[src/rtl/dcache_pkg.sv]
// Shared types and constants for the direct-mapped write-through data cache.
package dcache_pkg;

  typedef enum logic [2:0] {
    IDLE   = 3'd0,
    LOOKUP = 3'd1,
    BUS_RD = 3'd2,
    BUS_WR = 3'd3,
    RESP   = 3'd4,
    HOLD   = 3'd5
  } state_t;

  localparam int WORD_OFFSET     = 3;
  localparam int BUS_TIMEOUT_DEF = 255;

endpackage

[src/rtl/dcache_array.sv]
// Line storage: valid bits with async clear, tag/data arrays with no reset.
// Combinational read and synchronous write share one line index.
module dcache_array #(
  parameter int NUM_LINES = 16,
  parameter int IDX_W     = 4,
  parameter int TAG_W     = 57
) (
  input  logic             clk,
  input  logic             rst,
  input  logic [IDX_W-1:0] i_idx,
  output logic             o_valid,
  output logic [TAG_W-1:0] o_tag,
  output logic [63:0]      o_data,
  input  logic             i_wr_en,
  input  logic [TAG_W-1:0] i_wr_tag,
  input  logic [63:0]      i_wr_data
);

  logic [NUM_LINES-1:0] r_valid;
  logic [TAG_W-1:0]     r_tag  [NUM_LINES];
  logic [63:0]          r_data [NUM_LINES];

  // valid bits: cleared by reset, set by any line write
  always_ff @(posedge clk or posedge rst) begin
    if (rst) begin
      r_valid <= '0;
    end else if (i_wr_en) begin
      r_valid[i_idx] <= 1'b1;
    end
  end

  // tag and data payload
  always_ff @(posedge clk) begin
    if (i_wr_en) begin
      r_tag[i_idx]  <= i_wr_tag;
      r_data[i_idx] <= i_wr_data;
    end
  end

  assign o_valid = r_valid[i_idx];
  assign o_tag   = r_tag[i_idx];
  assign o_data  = r_data[i_idx];

endmodule

[src/rtl/dcache.sv]
// Direct-mapped, write-through, no-write-allocate data cache with a bus timeout.
// Optional hit/miss statistics counters when DCACHE_STATS_EN is defined.
module dcache
  import dcache_pkg::*;
#(
  parameter int NUM_LINES   = 16,
  parameter int BUS_TIMEOUT = BUS_TIMEOUT_DEF
) (
  input  logic        clk,
  input  logic        rst,
  input  logic        cache_enable,
  input  logic        cache_wr_en,
  input  logic [63:0] cache_rd_addr,
  input  logic [63:0] cache_wr_addr,
  input  logic [63:0] cache_wr_value,
  output logic [63:0] cache_data,
  output logic        cache_operation_complete,
  output logic        bus_req,
  output logic        bus_we,
  output logic [63:0] bus_addr,
  output logic [63:0] bus_wdata,
  input  logic [63:0] bus_rdata,
  input  logic        bus_ack,
  output logic        bus_error
`ifdef DCACHE_STATS_EN
  ,
  output logic [31:0] hit_count,
  output logic [31:0] miss_count
`endif
);

  localparam int IDX_W = $clog2(NUM_LINES);
  localparam int TAG_W = 64 - WORD_OFFSET - IDX_W;
  localparam int TMO_W = $clog2(BUS_TIMEOUT + 1);
  localparam logic [TMO_W-1:0] TMO_LAST = TMO_W'(BUS_TIMEOUT - 1);

  state_t                r_state;
  logic                  r_we;
  logic [63-WORD_OFFSET:0] r_addr;
  logic [63:0]           r_wval;
  logic [63:0]           r_result;
  logic [TMO_W-1:0]      r_tmo;

  logic                  w_valid;
  logic [TAG_W-1:0]      w_tag;
  logic [63:0]           w_data;
  logic                  w_hit;
  logic                  w_wr_en;
  logic [63:0]           w_wr_data;

  // Line writes: store hit during lookup, or a fill on read ack.
  assign w_hit     = w_valid && (w_tag == r_addr[63-WORD_OFFSET:IDX_W]);
  assign w_wr_en   = ((r_state == LOOKUP) && r_we && w_hit) ||
                     ((r_state == BUS_RD) && bus_ack);
  assign w_wr_data = r_we ? r_wval : bus_rdata;

  dcache_array #(
    .NUM_LINES (NUM_LINES),
    .IDX_W     (IDX_W),
    .TAG_W     (TAG_W)
  ) u_array (
    .clk       (clk),
    .rst       (rst),
    .i_idx     (r_addr[IDX_W-1:0]),
    .o_valid   (w_valid),
    .o_tag     (w_tag),
    .o_data    (w_data),
    .i_wr_en   (w_wr_en),
    .i_wr_tag  (r_addr[63-WORD_OFFSET:IDX_W]),
    .i_wr_data (w_wr_data)
  );

  // request sequencing, bus handshake and registered outputs
  always_ff @(posedge clk or posedge rst) begin
    if (rst) begin
      r_state                  <= IDLE;
      r_we                     <= 1'b0;
      r_addr                   <= '0;
      r_wval                   <= 64'd0;
      r_result                 <= 64'd0;
      r_tmo                    <= '0;
      cache_data               <= 64'd0;
      cache_operation_complete <= 1'b0;
      bus_req                  <= 1'b0;
      bus_we                   <= 1'b0;
      bus_addr                 <= 64'd0;
      bus_wdata                <= 64'd0;
      bus_error                <= 1'b0;
    end else begin
      case (r_state)
        IDLE: begin
          if (cache_enable) begin
            r_we    <= cache_wr_en;
            r_addr  <= cache_wr_en ? cache_wr_addr[63:WORD_OFFSET]
                                   : cache_rd_addr[63:WORD_OFFSET];
            r_wval  <= cache_wr_value;
            r_state <= LOOKUP;
          end
        end
        LOOKUP: begin
          r_tmo <= '0;
          if (r_we) begin
            bus_req   <= 1'b1;
            bus_we    <= 1'b1;
            bus_addr  <= {r_addr, 3'b000};
            bus_wdata <= r_wval;
            r_result  <= 64'd0;
            r_state   <= BUS_WR;
          end else if (w_hit) begin
            r_result <= w_data;
            r_state  <= RESP;
          end else begin
            bus_req   <= 1'b1;
            bus_we    <= 1'b0;
            bus_addr  <= {r_addr, 3'b000};
            bus_wdata <= 64'd0;
            r_state   <= BUS_RD;
          end
        end
        BUS_RD, BUS_WR: begin
          // an ack on the final allowed cycle still wins over the timeout
          if (bus_ack) begin
            bus_req <= 1'b0;
            if (r_state == BUS_RD) begin
              r_result <= bus_rdata;
            end
            r_state <= RESP;
          end else if (r_tmo == TMO_LAST) begin
            bus_req   <= 1'b0;
            bus_error <= 1'b1;
            r_result  <= {64{1'b1}};
            r_state   <= RESP;
          end else begin
            r_tmo <= r_tmo + TMO_W'(1);
          end
        end
        RESP: begin
          cache_operation_complete <= 1'b1;
          cache_data               <= r_result;
          r_state                  <= HOLD;
        end
        HOLD: begin
          cache_operation_complete <= 1'b0;
          cache_data               <= 64'd0;
          r_state                  <= IDLE;
        end
        default: begin
          r_state <= IDLE;
        end
      endcase
    end
  end

`ifdef DCACHE_STATS_EN
  // saturating load hit/miss counters, updated once per load lookup
  always_ff @(posedge clk or posedge rst) begin
    if (rst) begin
      hit_count  <= 32'd0;
      miss_count <= 32'd0;
    end else if ((r_state == LOOKUP) && !r_we) begin
      if (w_hit) begin
        if (hit_count != 32'hFFFF_FFFF) hit_count <= hit_count + 32'd1;
      end else begin
        if (miss_count != 32'hFFFF_FFFF) miss_count <= miss_count + 32'd1;
      end
    end
  end
`endif

endmodule

[config.mk]
export PLATFORM = sky130hd
export DESIGN_NAME = dcache
export DESIGN_NICKNAME = d
export VERILOG_FILES = /design/src/rtl/dcache_pkg.sv /design/src/rtl/dcache_array.sv /design/src/rtl/dcache.sv
export SDC_FILE = /design/constraint.sdc
export NUM_CORES = 2
export LEC_CHECK = 0
export BUFFER_PORTS_ARGS = -buffer_cell sky130_fd_sc_hd__buf_4
export CAP_MARGIN = 20
export CORE_MARGIN = 4
export CORE_UTILIZATION = 49
export DETAILED_ROUTE_END_ITERATION = 16
export PLACE_DENSITY = 0.66
export SYNTH_ARGS = -nofsm -noshare
export SYNTH_HDL_FRONTEND = slang
export SYNTH_SLANG_ARGS = --single-unit
export TNS_END_PERCENT = 5
[constraint.sdc]
create_clock -name clk -period 43.8 [get_ports clk]
set_input_delay 6.57 -clock clk [delete_from_list [all_inputs] [get_ports clk]]
set_output_delay 6.57 -clock clk [all_outputs]
set_load 0.01 [all_outputs]
Yosys cells after proc, flatten, opt, wreduce, memory -nomap -nowiden --
Memories as Yosys holds them, arrays and structs flattened. Cells that the tools add are included.
Cells by class: add/subtract/negate cells 1, $lt $le $gt $ge 2, eq/ne operators 15, muxes and demuxes 36, bitwise logic cells 2, reductions and logical operators 17
Operators by type and width (count):
- $mux 64 | 10
- $pmux 64 s2 | 2
- $mux 61 | 1
- $eq 57x57->1 | 1
- $mux 8 | 2
- $or 16x16->16 | 1
- $pmux 8 s2 | 1
- $mux 3 | 5
- $ne 3x3->1 const B | 4
- $pmux 3 s4 | 1
- $mux 1 | 10
- $reduce_and 3->1 | 3
- $add 8x1->8 const B | 1
- $eq 8x8->1 const B | 1
- $ne 2x2->1 const B | 4
- $eq 3x2->1 const B | 2
- $eq 3x3->1 const B | 2
- $reduce_and 2->1 | 3
- $logic_and 1x1->1 | 5
- $lt 4x5->1 const B | 1
- $bmux 1 s4 | 1
- $demux 1 s4 | 1
- $ge 4x1->1 const B | 1
- $pmux 1 s2 | 2
- other kinds (7) | 8
Storage, ports and cells: bits in registers 413, bits in writable memories 1936, bits of input ports 261, output and inout bits 196, word-level logic and storage cells 89, memories 2
Memory list:
- u_array.r_data | words 16, bits a word 64, rd ports 1, clocked after Yosys merged registers in 0, wr ports 1, line dcache_array.sv:21 | logic [63:0] r_data [NUM_LINES];
- u_array.r_tag | words 16, bits a word 57, rd ports 1, clocked after Yosys merged registers in 0, wr ports 1, line dcache_array.sv:20 | logic [TAG_W-1:0] r_tag [NUM_LINES];

Depth between registers and ports, before layout --
depth after elaboration 7, depth in mapped cells 18, gate-level depth less buffers 10

Modules after synthesis --
From an unflattened synthesis, not the netlist that was laid out.
Second synthesis, totals: cell total of the unflattened synthesis 4463, area total of the unflattened synthesis 91054.8 um2
By module, submodules not included:
- dcache_array | instances 1, cells an instance 3016, area an instance 73060.1 um2, sequential area each 58536.1 um2
- dcache | instances 1, cells an instance 1447, area an instance 17994.8 um2, sequential area each 9859.5 um2

Worst setup path before layout --
OpenSTA, ideal clock, no wires.
path kind input to register, from input bus_ack, to memory u_array.r_data[0][0] (enable), library setup time 0.898 ns, data arrival time 18.578 ns, data required time 42.902 ns, slack 24.324 ns, cell stages on the path 5, buffers on the path 1, cell sequence nor2b_1 -> clkbuf_1 -> and2_1 -> a21oi_1 -> nor4_1
Between the ends: word-level cells in the longest chain between the ends 4
Ends and longest elaborated chain:
- start: declaration | line dcache.sv:23 | input logic bus_ack,
- $logic_and 1x1->1 | line dcache.sv:54 | ((r_state == BUS_RD) && bus_ack);
- $logic_or 1x1->1 | line dcache.sv:53 | assign w_wr_en = ((r_state == LOOKUP) && r_we && w_hit) ||
- $mux 1 | line dcache_array.sv:34 | if (i_wr_en) begin
- $mux 1 (not written as such) | line dcache_array.sv:36 | r_data[i_idx] <= i_wr_data;
- end: declaration | line dcache_array.sv:21
Every way passes these cells.

Worst setup path after layout --
from input bus_ack, to memory u_array.r_tag[3][56] (enable)
Between the ends: word-level cells in the longest chain between the ends 4
Ends and longest elaborated chain:
- $logic_and 1x1->1 | line dcache.sv:54
- $logic_or 1x1->1 | line dcache.sv:53
- $mux 1 | line dcache_array.sv:34
- $mux 1 (not written as such) | line dcache_array.sv:35 | r_tag[i_idx] <= i_wr_tag;
- end: declaration | line dcache_array.sv:20
Every way passes these cells.

==> impl_metrics.prom <==
# TYPE chip_impl_metric gauge
chip_impl_metric{name="global_route_wire_length_before_repair",unit="mm"} 354
chip_impl_info{name="status",value="complete, no violations"} 1
chip_impl_metric{name="report.final.slew_viol_count",unit=""} 0
chip_impl_metric{name="post_drt_via_cell_ratio",unit=""} 6.17
chip_impl_metric{name="slowest_delay",unit="ns"} 0.83
chip_impl_info{name="setup_repair_after_global_routing_missed_its_margin",value="false"} 1
chip_impl_metric{name="synthDistinctLibCells",unit=""} 76
chip_impl_metric{name="fin_cells",unit=""} 7977
chip_impl_info{name="clock_tree_from_tritoncts",value="done"} 1
chip_impl_metric{name="hold_buffers",unit=""} 0
chip_impl_metric{name="via_count_of_the_first_global_routing_pass",unit=""} 50209
chip_impl_metric{name="timing.critical_path.arrival",unit="ns"} 10.12
chip_impl_metric{name="area_growth_syn_to_layout",unit="%"} 15.6
chip_impl_metric{name="fin_hold_ws",unit="ns"} 0.462
chip_impl_metric{name="yosys_register_bits",unit=""} 2346
chip_impl_metric{name="clkSinkCount",unit=""} 2346
chip_impl_metric{name="worstPathBufferInverterCount",unit=""} 4
chip_impl_metric{name="cts_inserted_buffers",unit=""} 230
chip_impl_metric{name="clock.fmax",unit="MHz"} 103
chip_impl_metric{name="clk_pin_slew",unit="ns"} 0.06
chip_impl_metric{name="timing.critical_path.required",unit="ns"} 44.24
chip_impl_metric{name="grt_start_max_net_pins",unit=""} 189
chip_impl_info{name="timing.critical_path.cells",value="buf_4 -> nor2b_1 -> and2_1 -> a21oi_2 -> buf_4 -> nor4_2 -> buf_4 -> buf_4"} 1
chip_impl_metric{name="die_y",unit="um"} 442
chip_impl_metric{name="die_w",unit="um"} 442
chip_impl_metric{name="setup_violations",unit=""} 0
chip_impl_metric{name="dieArea",unit="um^2"} 195000
chip_impl_metric{name="post_cts_resize_count",unit=""} 0
chip_impl_metric{name="skew",unit="ns"} 0.0644
chip_impl_metric{name="nets",unit=""} 5554
chip_impl_metric{name="drive_above_1_share",unit="%"} 31.3
chip_impl_metric{name="placed_area",unit="um^2"} 99000
chip_impl_metric{name="drv.max_cap_violation_count",unit=""} 0
chip_impl_info{name="crit_path_end_kind",value="flop"} 1
chip_impl_info{name="cpMostUsedCell",value="sky130_fd_sc_hd__buf_4"} 1
chip_impl_metric{name="critical_path.max_fanout",unit=""} 44
chip_impl_metric{name="detailedRoute.firstIterationViolations",unit=""} 5969
chip_impl_metric{name="wire_per_inst",unit="um"} 30.6
chip_impl_metric{name="vias_after_detailed_routing",unit=""} 49192
chip_impl_info{name="synth.area.top_cells",value="sky130_fd_sc_hd__edfxtp_1 63%, sky130_fd_sc_hd__mux4_2 12%, sky130_fd_sc_hd__dfrtp_1 11%"} 1
chip_impl_metric{name="synth.yosys.seq_area_share",unit="%"} 74.2
chip_impl_metric{name="core_area",unit="um^2"} 186000
chip_impl_info{name="most_common_library_cell_in_the_layout_ignoring_fill_and_taps",value="sky130_fd_sc_hd__edfxtp_1"} 1
chip_impl_metric{name="asyncSetResetFlopFracSynth",unit="%"} 17.5
chip_impl_metric{name="grt_antenna_before_repair",unit=""} 6
chip_impl_metric{name="count_of_flip_flops_with_a_built_in_enable_after_synthesis",unit=""} 1936
chip_impl_metric{name="htreeDepth",unit=""} 4
chip_impl_metric{name="numPortBuffers",unit=""} 447
chip_impl_metric{name="timing.final.crit_period",unit="ns"} 9.68
chip_impl_info{name="top_cell_family_by_delay_on_the_critical_path",value="buffers and inverters"} 1
chip_impl_info{name="most-common-layout-cells",value="1936 x sky130_fd_sc_hd__edfxtp_1, 628 x sky130_fd_sc_hd__buf_4, 484 x sky130_fd_sc_hd__mux4_2, 405 x sky130_fd_sc_hd__dfrtp_1, 230 x sky130_fd_sc_hd__clkbuf_16"} 1
chip_impl_metric{name="synth_largest_type_area_fraction",unit="%"} 63.1
chip_impl_metric{name="routed_wirelength",unit="mm"} 244
chip_impl_info{name="critical_path.startpoint_type",value="primary input"} 1
chip_impl_metric{name="clockBufferDepth",unit=""} 3
chip_impl_info{name="synth_largest_area_cell",value="sky130_fd_sc_hd__edfxtp_1"} 1
chip_impl_metric{name="finalPower",unit="mW"} 7.46
chip_impl_metric{name="drt-pass1-iter-count",unit=""} 6
chip_impl_metric{name="grt_util_all_layers",unit="%"} 24.7
chip_impl_metric{name="detailedPlacementHpwl",unit="mm"} 137
chip_impl_metric{name="total_neg_setup_slack",unit="ns"} 0
chip_impl_metric{name="antenna_violating_nets_post_route",unit=""} 0
chip_impl_metric{name="design_area",unit="um^2"} 107000
chip_impl_metric{name="clkLatencyLatePin",unit="ns"} 0.88
chip_impl_metric{name="dpl.cell_count",unit=""} 7535
chip_impl_metric{name="boundaryPins",unit=""} 457
chip_impl_info{name="synth_top_flop_cell",value="sky130_fd_sc_hd__edfxtp_1"} 1
chip_impl_metric{name="endpoints_failing_hold",unit=""} 0
chip_impl_metric{name="tightestPinTransition",unit="ns"} 1.19
chip_impl_info{name="clock-root-buffer",value="sky130_fd_sc_hd__clkbuf_16"} 1
chip_impl_metric{name="routabilityCongestion",unit=""} 0.919
chip_impl_metric{name="syn_inst",unit=""} 4706
chip_impl_info{name="hold_class",value="flop to flop"} 1
chip_impl_metric{name="ir_worst_vdd",unit="uV"} 50.2
chip_impl_metric{name="finalCritPeriodShare",unit="%"} 22.1
chip_impl_metric{name="cts_post_setup_buffers_inserted",unit=""} 0
chip_impl_metric{name="yosys_warning_total",unit=""} 0
chip_impl_metric{name="syn_area_per_cell",unit="um^2"} 19.6
chip_impl_info{name="path_class",value="primary input to flop"} 1
chip_impl_metric{name="power_per_cell_area",unit="nW/um^2"} 70.1
chip_impl_metric{name="initial_utilization",unit="%"} 49.5
chip_impl_info{name="crit_path_top_delay_cell",value="sky130_fd_sc_hd__buf_4"} 1
chip_impl_metric{name="grt_overflow",unit=""} 0
chip_impl_metric{name="std_cell_rows",unit=""} 158
chip_impl_metric{name="timing.max_slew.rel_slack",unit="%"} 20.5
chip_impl_metric{name="leakage",unit="nW"} 37.4
chip_impl_metric{name="drt_drc_violations_left",unit=""} 0
chip_impl_metric{name="mappedNetlistArea",unit="um^2"} 92100
## layer usage
metal	track usage [%]	share of wire, %	up-vias
met5	0	0	-
met3	3.86	7.5	400
li1	-	-	20304
met1	33.6	39	26281
met4	7.79	3.0	0
met2	41.3	51	2207
## worst register-to-register path, stage by stage (launching register included)
cell and delay (ns):
sky130_fd_sc_hd__dfrtp_4 0.79, sky130_fd_sc_hd__buf_12 0.51, sky130_fd_sc_hd__buf_4 0.65, sky130_fd_sc_hd__nand2b_1 0.90
sky130_fd_sc_hd__nor3_1 0.11, sky130_fd_sc_hd__nor4_1 0.45, sky130_fd_sc_hd__nand4_1 0.35, sky130_fd_sc_hd__a2111oi_0 0.55
sky130_fd_sc_hd__nand4_1 0.32, sky130_fd_sc_hd__nor4_2 0.45, sky130_fd_sc_hd__nand4b_1 0.38, sky130_fd_sc_hd__nand2_4 0.25
sky130_fd_sc_hd__buf_4 0.75, sky130_fd_sc_hd__buf_4 0.83, sky130_fd_sc_hd__mux2_2 0.57
## sequential cells by signal (all words and copies together), names as in the netlist
name	count
bus_addr	61
bus_error	1
bus_req	1
bus_wdata	64
bus_we	1
cache_data	64
cache_operation_complete	1
r_addr	61
r_result	64
r_state	3
r_tmo	8
r_we	1
r_wval	64
u_array.r_data	1024
u_array.r_tag	912
u_array.r_valid	16
## synthesized netlist by cell type, types with 68 or more instances
master,count
sky130_fd_sc_hd__a22o_1,140
sky130_fd_sc_hd__clkbuf_1,150
sky130_fd_sc_hd__nand2_1,131
sky130_fd_sc_hd__dfrtp_1,410
sky130_fd_sc_hd__edfxtp_1,1936
sky130_fd_sc_hd__o21ai_0,91
sky130_fd_sc_hd__a21oi_1,148
sky130_fd_sc_hd__mux2i_1,208
sky130_fd_sc_hd__nor2_1,110
sky130_fd_sc_hd__a31oi_1,68
sky130_fd_sc_hd__mux4_2,484
sky130_fd_sc_hd__mux2_2,219
sky130_fd_sc_hd__inv_1,92
## power by group
part | total [mW] | switching (mW) | leakage, nW | internal, mW
registers | 3.14 | 0.237 | 22.4 | 2.90
clock network | 1.92 | 0.846 | 3.59 | 1.08
logic | 2.40 | 1.39 | 11.4 | 1.01
## cell families after synthesis
kind of cell    after synthesis  synth area share (%)
compound gates              626                  4.66
xor+xnor                     50                 0.475
fa+ha+maj                     2                0.0272
buf+inv                     382                  1.83
flops                      2346                  74.2
mux                         921                  16.9
other cells                   1               0.00407
simple gates                378                  1.88
## area by class of cell
type                       count  area, um^2
timing repair buffer         641        4980
clock inverter               135        1320
inverter                      92         358
sequential                  2346       68400
antenna                        4        10.0
clock buffer                 299        6100
tap                         2480        3100
multi-input combinational   1980       22200
fill                       13965       79700
## stage by stage
step,setup slack [ns],utilization (%)
4_1_cts,34.21,57.2
3_3_place_gp,33.37,53.2
6_report,34.12,57.2
2_1_floorplan,24.32,-
5_1_grt,34.03,57.2
3_5_place_dp,33.33,53.2
## worst paths after layout
check | from | end | slack [ns] | cells past startpoint
max | bus_ack | u_array.r_tag[3][56] | 34.12 | 8
min | u_array.r_valid[2] | u_array.r_valid[2] | 0.46 | 1
max reg2reg | r_addr[0] | bus_addr[50] | 35.79 | 14
min reg2reg | u_array.r_valid[2] | u_array.r_valid[2] | 0.46 | 1
max in group asynchronous | rst | r_addr[0] | 35.81 | 4
min in group asynchronous | rst | r_result[51] | 5.80 | 2
Note: power is estimated with default switching activity, not from simulation.
